**config.mk**
```make
export PLATFORM = sky130hd
export DESIGN_NAME = polar_pe_fg
export DESIGN_NICKNAME = d
export VERILOG_FILES = /design/src/rtl/polar_pkg.sv /design/src/rtl/sign_to_two.sv /design/src/rtl/polar_pe_fg.sv
export SDC_FILE = /design/constraint.sdc
export NUM_CORES = 1
export LEC_CHECK = 0
export ABC_CLOCK_PERIOD_IN_PS = 11900
export CAP_MARGIN = 20
export CORE_UTILIZATION = 49
export CTS_CLUSTER_SIZE = 12
export DETAILED_ROUTE_END_ITERATION = 6
export GPL_ROUTABILITY_DRIVEN = 0
export PLACE_DENSITY = 0.8
export SYNTH_ARGS = -nofsm -noshare
export SYNTH_HDL_FRONTEND = slang
export SYNTH_SLANG_ARGS = --single-unit
```
**constraint.sdc**
```tcl
create_clock -name clk -period 11.9 [get_ports clk]
set_input_delay 2.38 -clock clk [delete_from_list [all_inputs] [get_ports clk]]
set_output_delay 2.38 -clock clk [all_outputs]
set_load 0.02 [all_outputs]
```
**src/rtl/polar_pkg.sv**
```systemverilog
// Shared polar-decoder definitions: LLR width default, magnitude ceiling and PE modes.
// Latency: n/a (package). Backpressure: n/a.
// Imported by the PE and its converter.
package polar_pkg;

    localparam int LLR_W_DFLT = 9;

    function automatic int mag_max(input int w);
        return (1 << (w - 1)) - 1;
    endfunction

    localparam int MAG_MAX = mag_max(LLR_W_DFLT);

    typedef enum logic {
        PE_F = 1'b0,
        PE_G = 1'b1
    } pe_mode_t;

endpackage

```
**src/rtl/sign_to_two.sv**
```systemverilog
// Sign-magnitude to (LLR_W+1)-bit two's-complement converter; negative zero maps to 0.
// Latency: combinational. Backpressure: none.
// One instance per LLR operand in the PE's first stage.
module sign_to_two
    import polar_pkg::*;
#(
    parameter int LLR_W = LLR_W_DFLT
) (
    input  logic [LLR_W-1:0] sm,
    output logic [LLR_W:0]   tc
);

    logic [LLR_W:0] mag_ext;

    assign mag_ext = {2'b00, sm[LLR_W-2:0]};
    // Negating a zero magnitude wraps back to zero, so -0 needs no special case.
    assign tc      = sm[LLR_W-1] ? (~mag_ext + 1'b1) : mag_ext;

endmodule

```
**src/rtl/polar_pe_fg.sv**
```systemverilog
// Polar SC processing element: f (min-sum) or g (partial-sum add/sub) on two sign-magnitude LLRs.
// Latency: 2 cycles from acceptance to out_valid; one op per cycle sustained.
// Backpressure: valid/ready skid-free pipeline, each stage advances when the stage ahead is free.
module polar_pe_fg
    import polar_pkg::*;
#(
    parameter int LLR_W = LLR_W_DFLT,
    parameter int CNT_W = 16
) (
    input  logic             clk,
    input  logic             rst,
    input  logic             in_valid,
    output logic             in_ready,
    input  logic             in_mode,
    input  logic             in_u,
    input  logic [LLR_W-1:0] in_a,
    input  logic [LLR_W-1:0] in_b,
    output logic             out_valid,
    input  logic             out_ready,
    output logic [LLR_W-1:0] out_llr,
    output logic             out_hard,
    output logic [CNT_W-1:0] sat_cnt
);

    localparam logic signed [LLR_W:0] CLIP_POS = (LLR_W+1)'(mag_max(LLR_W));
    localparam logic signed [LLR_W:0] CLIP_NEG = -CLIP_POS;
    localparam logic [CNT_W-1:0]      CNT_MAX  = '1;

    logic                    adv1;
    logic                    adv2;
    logic [LLR_W:0]          a_tc;
    logic [LLR_W:0]          b_tc;

    logic                    s1_valid;
    pe_mode_t                s1_mode;
    logic                    s1_u;
    logic signed [LLR_W:0]   s1_a;
    logic signed [LLR_W:0]   s1_b;
    logic                    s2_valid;

    logic signed [LLR_W:0]   abs_a;
    logic signed [LLR_W:0]   abs_b;
    logic signed [LLR_W:0]   g_sum;
    logic signed [LLR_W:0]   g_res;
    logic signed [LLR_W:0]   g_abs;
    logic                    g_clip;
    logic [LLR_W-2:0]        res_mag;
    logic                    res_sign;

    assign adv2      = !s2_valid || out_ready;
    assign adv1      = !s1_valid || adv2;
    assign in_ready  = adv1;
    assign out_valid = s2_valid;

    sign_to_two #(.LLR_W(LLR_W)) u_conv_a (.sm(in_a), .tc(a_tc));
    sign_to_two #(.LLR_W(LLR_W)) u_conv_b (.sm(in_b), .tc(b_tc));

    always_ff @(posedge clk or posedge rst) begin
        if (rst) begin
            s1_valid <= 1'b0;
            s1_mode  <= PE_F;
            s1_u     <= 1'b0;
            s1_a     <= '0;
            s1_b     <= '0;
        end else if (adv1) begin
            s1_valid <= in_valid;
            if (in_valid) begin
                s1_mode <= pe_mode_t'(in_mode);
                s1_u    <= in_u;
                s1_a    <= $signed(a_tc);
                s1_b    <= $signed(b_tc);
            end
        end
    end

    always_comb begin
        abs_a    = s1_a[LLR_W] ? -s1_a : s1_a;
        abs_b    = s1_b[LLR_W] ? -s1_b : s1_b;
        g_sum    = s1_u ? (s1_b - s1_a) : (s1_b + s1_a);
        g_clip   = 1'b0;
        g_res    = g_sum;
        if (g_sum > CLIP_POS) begin
            g_res  = CLIP_POS;
            g_clip = 1'b1;
        end else if (g_sum < CLIP_NEG) begin
            g_res  = CLIP_NEG;
            g_clip = 1'b1;
        end
        g_abs    = g_res[LLR_W] ? -g_res : g_res;
        res_mag  = '0;
        res_sign = 1'b0;
        if (s1_mode == PE_F) begin
            res_mag  = (abs_a < abs_b) ? abs_a[LLR_W-2:0] : abs_b[LLR_W-2:0];
            // A zero minimum must not carry a sign.
            res_sign = (s1_a[LLR_W] ^ s1_b[LLR_W]) && (res_mag != '0);
        end else begin
            res_mag  = g_abs[LLR_W-2:0];
            res_sign = g_res[LLR_W];
        end
    end

    always_ff @(posedge clk or posedge rst) begin
        if (rst) begin
            s2_valid <= 1'b0;
            out_llr  <= '0;
            out_hard <= 1'b0;
            sat_cnt  <= '0;
        end else if (adv2) begin
            s2_valid <= s1_valid;
            if (s1_valid) begin
                out_llr  <= {res_sign, res_mag};
                out_hard <= res_sign;
                if ((s1_mode == PE_G) && g_clip && (sat_cnt != CNT_MAX))
                    sat_cnt <= sat_cnt + 1'b1;
            end
        end
    end

endmodule

```
==> flow_summary.yaml <==
drt:
  drt-initial-drc-count: 185
  wl_met2_um: 4650
  route.met3.wl_um: 365
  topRoutingLayerUsed: "met4"
  dr.pass1.iters: 4
  vias_per_cell: 5.93
  wl_um: 9410
  ant_nets: 0
  drc: 0
  num_vias: 3567
  wl_met1_um: 4100
  wl_per_cell_um: 15.6
clock_tree:
  post_cts_resized: 0
  clkLatencyLatePin_ns: 0.31
  cts_tree: "yes"
  clock_sinks: 49
  clk_pin_slew_ns: 0.10
  h-tree-depth: 2
  numCtsBuffers: 5
  hold_buffers: 0
  post-cts-setup-buffers: 0
  clockBufferDepth: 2
  ctsRootBufferMaster: "clkbuf_8"
yosys:
  avgSynthCellArea_um2: 8.85
  ys.flop_type: "dfrtp_1"
  yosysSeqAreaShare_pct: 30.1
  syn_inst: 461
  post_synth_instance_area_um2: 4080
  async_flop_share_pct: 100
  syn-num-nets: 511
  synth_edf_count: 0
  synth_seq_cells: 49
  ys_warn_count: 0
  synth.distinct_cells: 71
sta:
  fin_tns_setup_ns: 0
  final-setup-viol-count: 0
  worst_slew_pin_slew_ns: 0.872
  skew_ns: 0.0105
  relSlewSlack_pct: 41.9
  period_minus_slack_ns: 6.15
  fin_ws_ns: 5.75
  rsz0062_at_grt: "no"
  max_freq_mhz: 163
  post-route-period-util_pct: 51.7
  finalHoldViolations: 0
  drv_slew: 0
setup_path:
  critPathMaxFanout: 5
  crit_slowest_cell: "clkdlybuf4s50_1"
  crit_top_cell: "clkdlybuf4s50_1"
  crit_arrival_ns: 3.77
  cp-end-kind: "primary output"
  startpoint_type: "input pin"
  path_cells: "clkdlybuf4s50_1 -> nand3b_1 -> clkdlybuf4s50_1"
  cpPeakStageDelay_ns: 0.66
  crit_required_ns: 9.52
  worstSetupPathType: "in2out"
die:
  rows: 32
  coreArea_um2: 7890
  pin_count: 52
  die_w_um: 93.2
  die_area_um2: 8690
  dieHeight_um: 93.2
  start_util_pct: 51.7
pwr:
  powerDensity_nw_per_um2: 193
  ir_worst_vdd_uv: 80.2
  leakage_nw: 2.01
place:
  pre_cts_slack_ns: 5.78
  io_buffer_count: 51
  dpl.hpwl_um: 7420
cells_and_area:
  fillers: 699
  area.growth.synth_to_final_pct: 17.2
  fin_nets: 549
  final_common_cell: "nand2_1"
  final_layout_size_suffix_gt1_share_pct: 8.20
  layout_common_cells: "nand2_1, clkdlybuf4s50_1, dfrtp_1"
  num_antenna_cells: 0
  fin_util_pct: 60.6
outcome:
  status: "completed"
flow_run:
  maxCapViolations: 0
global_routing:
  track_usage_pct: 22.9
  grt_antenna_before_repair: 0
  grt_pass1_vias: 3348
  grt_pass1_wl_um: 16000
  grt_overflow: 0
  grt_max_degree: 50
hold_path:
  min_path_type: "reg2reg"
==> cell type report <==
type	count	area, µm²	share of cell area, %
Multi-Input combinational cell	367	2660	55.6
Sequential cell	49	1230	25.6
Timing Repair Buffer	55	573	12.0
Tap cell	102	128	2.67
Inverter	21	78.8	1.65
Clock buffer	5	68.8	1.44
Clock inverter	3	46.3	0.968
==> final timing paths <==
check / start / end / slack, ns / cells past startpoint
setup / recovery: out_ready / in_ready / 5.75 / 3
hold / removal: sat_cnt[7] / sat_cnt[7] / 0.49 / 1
setup reg to reg: s1_a[0] / sat_cnt[1] / 7.09 / 14
hold reg to reg: sat_cnt[7] / sat_cnt[7] / 0.49 / 1
min in group asynchronous: rst / sat_cnt[3] / 2.28 / 2
max in group asynchronous: rst / s1_b[3] / 9.15 / 3
==> cell usage after synthesis (10+ instances only) <==
master | instances | area share, %
nand3_1 | 15 | 1.8
clkbuf_1 | 13 | 1.2
ha_1 | 25 | 7.7
nor2_1 | 18 | 1.7
o31ai_1 | 13 | 2.4
dfrtp_1 | 49 | 30
inv_1 | 20 | 1.8
or3_1 | 12 | 1.8
nand2_1 | 56 | 5.2
o21ai_0 | 29 | 3.6
xor2_1 | 37 | 7.9
a21oi_1 | 10 | 1.2
xnor2_1 | 17 | 3.7
==> power breakdown <==
part           total [mW]  internal [mW]  switching, mW  leakage (nW)
sequential          0.249          0.201         0.0484         0.612
clock               0.123         0.0630         0.0603        0.0543
combinational       0.548          0.226          0.322          1.35
total               0.921          0.490          0.431          2.01
==> metrics by stage <==
| step | instance area [µm²] | hold WS [ns] | total power, mW | std cells |
|---|---|---|---|---|
| floorplan | 4080 | 0.485 | 0.639 | 461 |
| global placement | 4620 | 0.473 | 0.769 | 592 |
| detailed placement | 4620 | 0.483 | 0.790 | 592 |
| CTS | 4730 | 0.498 | 0.915 | 600 |
| global route | 4780 | 0.510 | 0.986 | 602 |
| finish | 4780 | 0.495 | 0.921 | 602 |
==> sequential cells by signal (all words and copies together) (netlist names) <==
register / flops
s1_b: 10
out_llr: 9
s1_a: 10
s1_valid: 1
out_valid: 1
s1_mode: 1
sat_cnt: 16
s1_u: 1
==> kinds of logic after synthesis <==
| kind of cell | synth area share (%) |
|---|---|
| AOI/OAI and AO/OA | 23.2 |
| xor gates and xnor gates | 12.0 |
| adders and majority gates | 8.16 |
| buffers and inverters | 4.69 |
| DFF | 30.1 |
| muxes | 3.16 |
| and+or+nand+nor | 18.7 |
==> layer usage <==
metal | vias to the layer above | GRT usage, %
li1 | 1760 | -
met1 | 1682 | 29.1
met2 | 99 | 39.2
met3 | 26 | 3.41
met4 | 0 | 8.46
met5 | - | 0
==> critical path: cells and delay by family <==
kind	cells	cell delay, ns
buffers and inverters	2	1.14
and+or+nand+nor	1	0.25
Power figures use the tool's default switching activity.
==> RTL edit: new RTL, same flow settings <==
The package constant `LLR_W_DFLT` goes from 9 to 8.
--- a/src/rtl/polar_pkg.sv
+++ b/src/rtl/polar_pkg.sv
@@ -4,5 +4,5 @@
 package polar_pkg;
 
-    localparam int LLR_W_DFLT = 9;
+    localparam int LLR_W_DFLT = 8;
 
     function automatic int mag_max(input int w);
Ports: changed (resized in_a, in_b and out_llr); port bits go from 52 to 49. No check against the original RTL was run, so the function may have changed too.
==> RTL edit against the original RTL <==
  * First-iteration DRC count down 46%
  * Total power up 2.2%
  * Synthesized area down 4.8%
  * Clock skew down 5.3 ps
  * Design area down 5.1%
  * Hold slack better by 11 ps
  * Fmax up 2.8%
  * Register-to-register slack about the same
  * Via count down 6.3%
  * Worst setup slack better by 170 ps
  * Non-clock buffer count down 3
  * Sequential cell count down 3
  * Wire length down 10%
  * Largest cell class unchanged
==> RTL edit: results (changes against the original RTL) <==
status -> completed
Post-synth top cells -> nand2_1, dfrtp_1, o21ai_0
biggest regs -> sat_cnt x16, s1_a x9, s1_b x9
Hold Path Origin -> sat_cnt[15]
clk slew on worst S/H paths -> 80 ps (-20 ps)
clk tree area frac -> 0.02012 (-0.003956)
layout cells sized above 1 -> 0.1104 (+0.02840)
CLK BUF -> 7 (+2)
GRT met2 Usage -> 0.3668 (-0.02536)
worst stage delay on the critical path -> 620 ps (-40 ps)
fin nets -> 517 (-5.8%)
fill cell count -> 714 (+2.1%)
Worst Skew -> 5.277 ps (-5.256 ps)
r2r worst-path depth -> 15 (+1)
met3 wire length -> 368 µm (+0.82%)
vias per cell -> 5.832 (-1.6%)
CTS sink cnt -> 46 (-6.1%)
Cell Int Power -> 487.6 µW (-0.50%)
GR Util met3 -> 0.03183 (-0.002321)
Yosys cell types -> 72 (+1.4%)
Slew @ Worst Pin -> 1111 ps (+239.6 ps)
ranking of synthesized cells by area -> dfrtp_1, ha_1, xor2_1
DR WL met2 -> 4.126 mm (-11%)
CP Max Fanout -> 3 (-2)
multi-input combinational area share -> 0.5604 (+0.003966)
Inverters excl. clock -> 20 (-4.8%)
Initial DRC Count -> 100 (-46%)
IR drop worst, VDD -> 0.00008620 V (+7.5%)
Comb. pwr -> 609 µW (+11%)
wl on met1 -> 3.651 mm (-11%)
first-pass GRT wire length -> 14.17 mm (-11%)
Clk network pwr share -> 0.108 (-0.026)
vias in the first global route -> 3105 (-7.3%)
post-DP HPWL -> 6.601 mm (-11%)
Non-clock buffers -> 52 (-5.5%)
register area -> 1151 µm² (-6.1%)
count of multi-input gates -> 345 (-6.0%)
## RTL edit: cell count changes after synthesis, moves of 5 or more
| cell | change |
|---|---|
| nand2_1 | -6 |
| o311ai_1 | -5 |
| nand4_1 | +6 |
| xor2_1 | -8 |
| nor3_2 | +9 |
| o31ai_1 | -6 |
| buf_2 | -6 |
| or3_1 | -8 |
| a211oi_2 | -8 |
| o21ai_0 | +9 |
## RTL edit: cell families (layout without fill, tap and decap cells)
logic type,after synthesis,in the layout,share of synthesized area
adder cells (fa/ha/maj),25,25,0.08255
buffers and inverters,42,80,0.04772
AO/OA/AOI/OAI,98,98,0.1845
flip-flops,46,46,0.2967
multiplexers,11,11,0.03128
AND/OR/NAND/NOR,159,159,0.2361
XOR/XNOR,52,52,0.1213
## RTL edit: worst paths after layout
| path | to | slack, ps |
|---|---|---|
| worst max-delay path | in_ready | 5920 |
| worst min-delay path | sat_cnt[15] | 510 |
| worst max register to register | out_llr[6] | 7090 |
| worst min register to register | sat_cnt[15] | 510 |
| max in group asynchronous | sat_cnt[5] | 8980 |
| min in group asynchronous | sat_cnt[14] | 2530 |
## RTL edit: through the flow
stage               setup WS [ps]  std cells  utilization  instance area [µm²]
detailed placement           5926        562       0.5705                 4385
global placement             5934        562       0.5705                 4385
floorplan                    6857        433            -                 3880
CTS                          5920        570       0.5824                 4477
finish                       5921        573       0.5905                 4539
global route                 5875        573       0.5905                 4539
## RTL edit: worst register-to-register path, delay by kind of cell (launching register included)
| kind | cells | cell delay [ps] |
|---|---|---|
| AOI/OAI and AO/OA | 6 | 2040 |
| xor gates and xnor gates | 2 | 440 |
| adders and majority gates | 2 | 650 |
| DFF | 1 | 470 |
| and+or+nand+nor | 5 | 1120 |
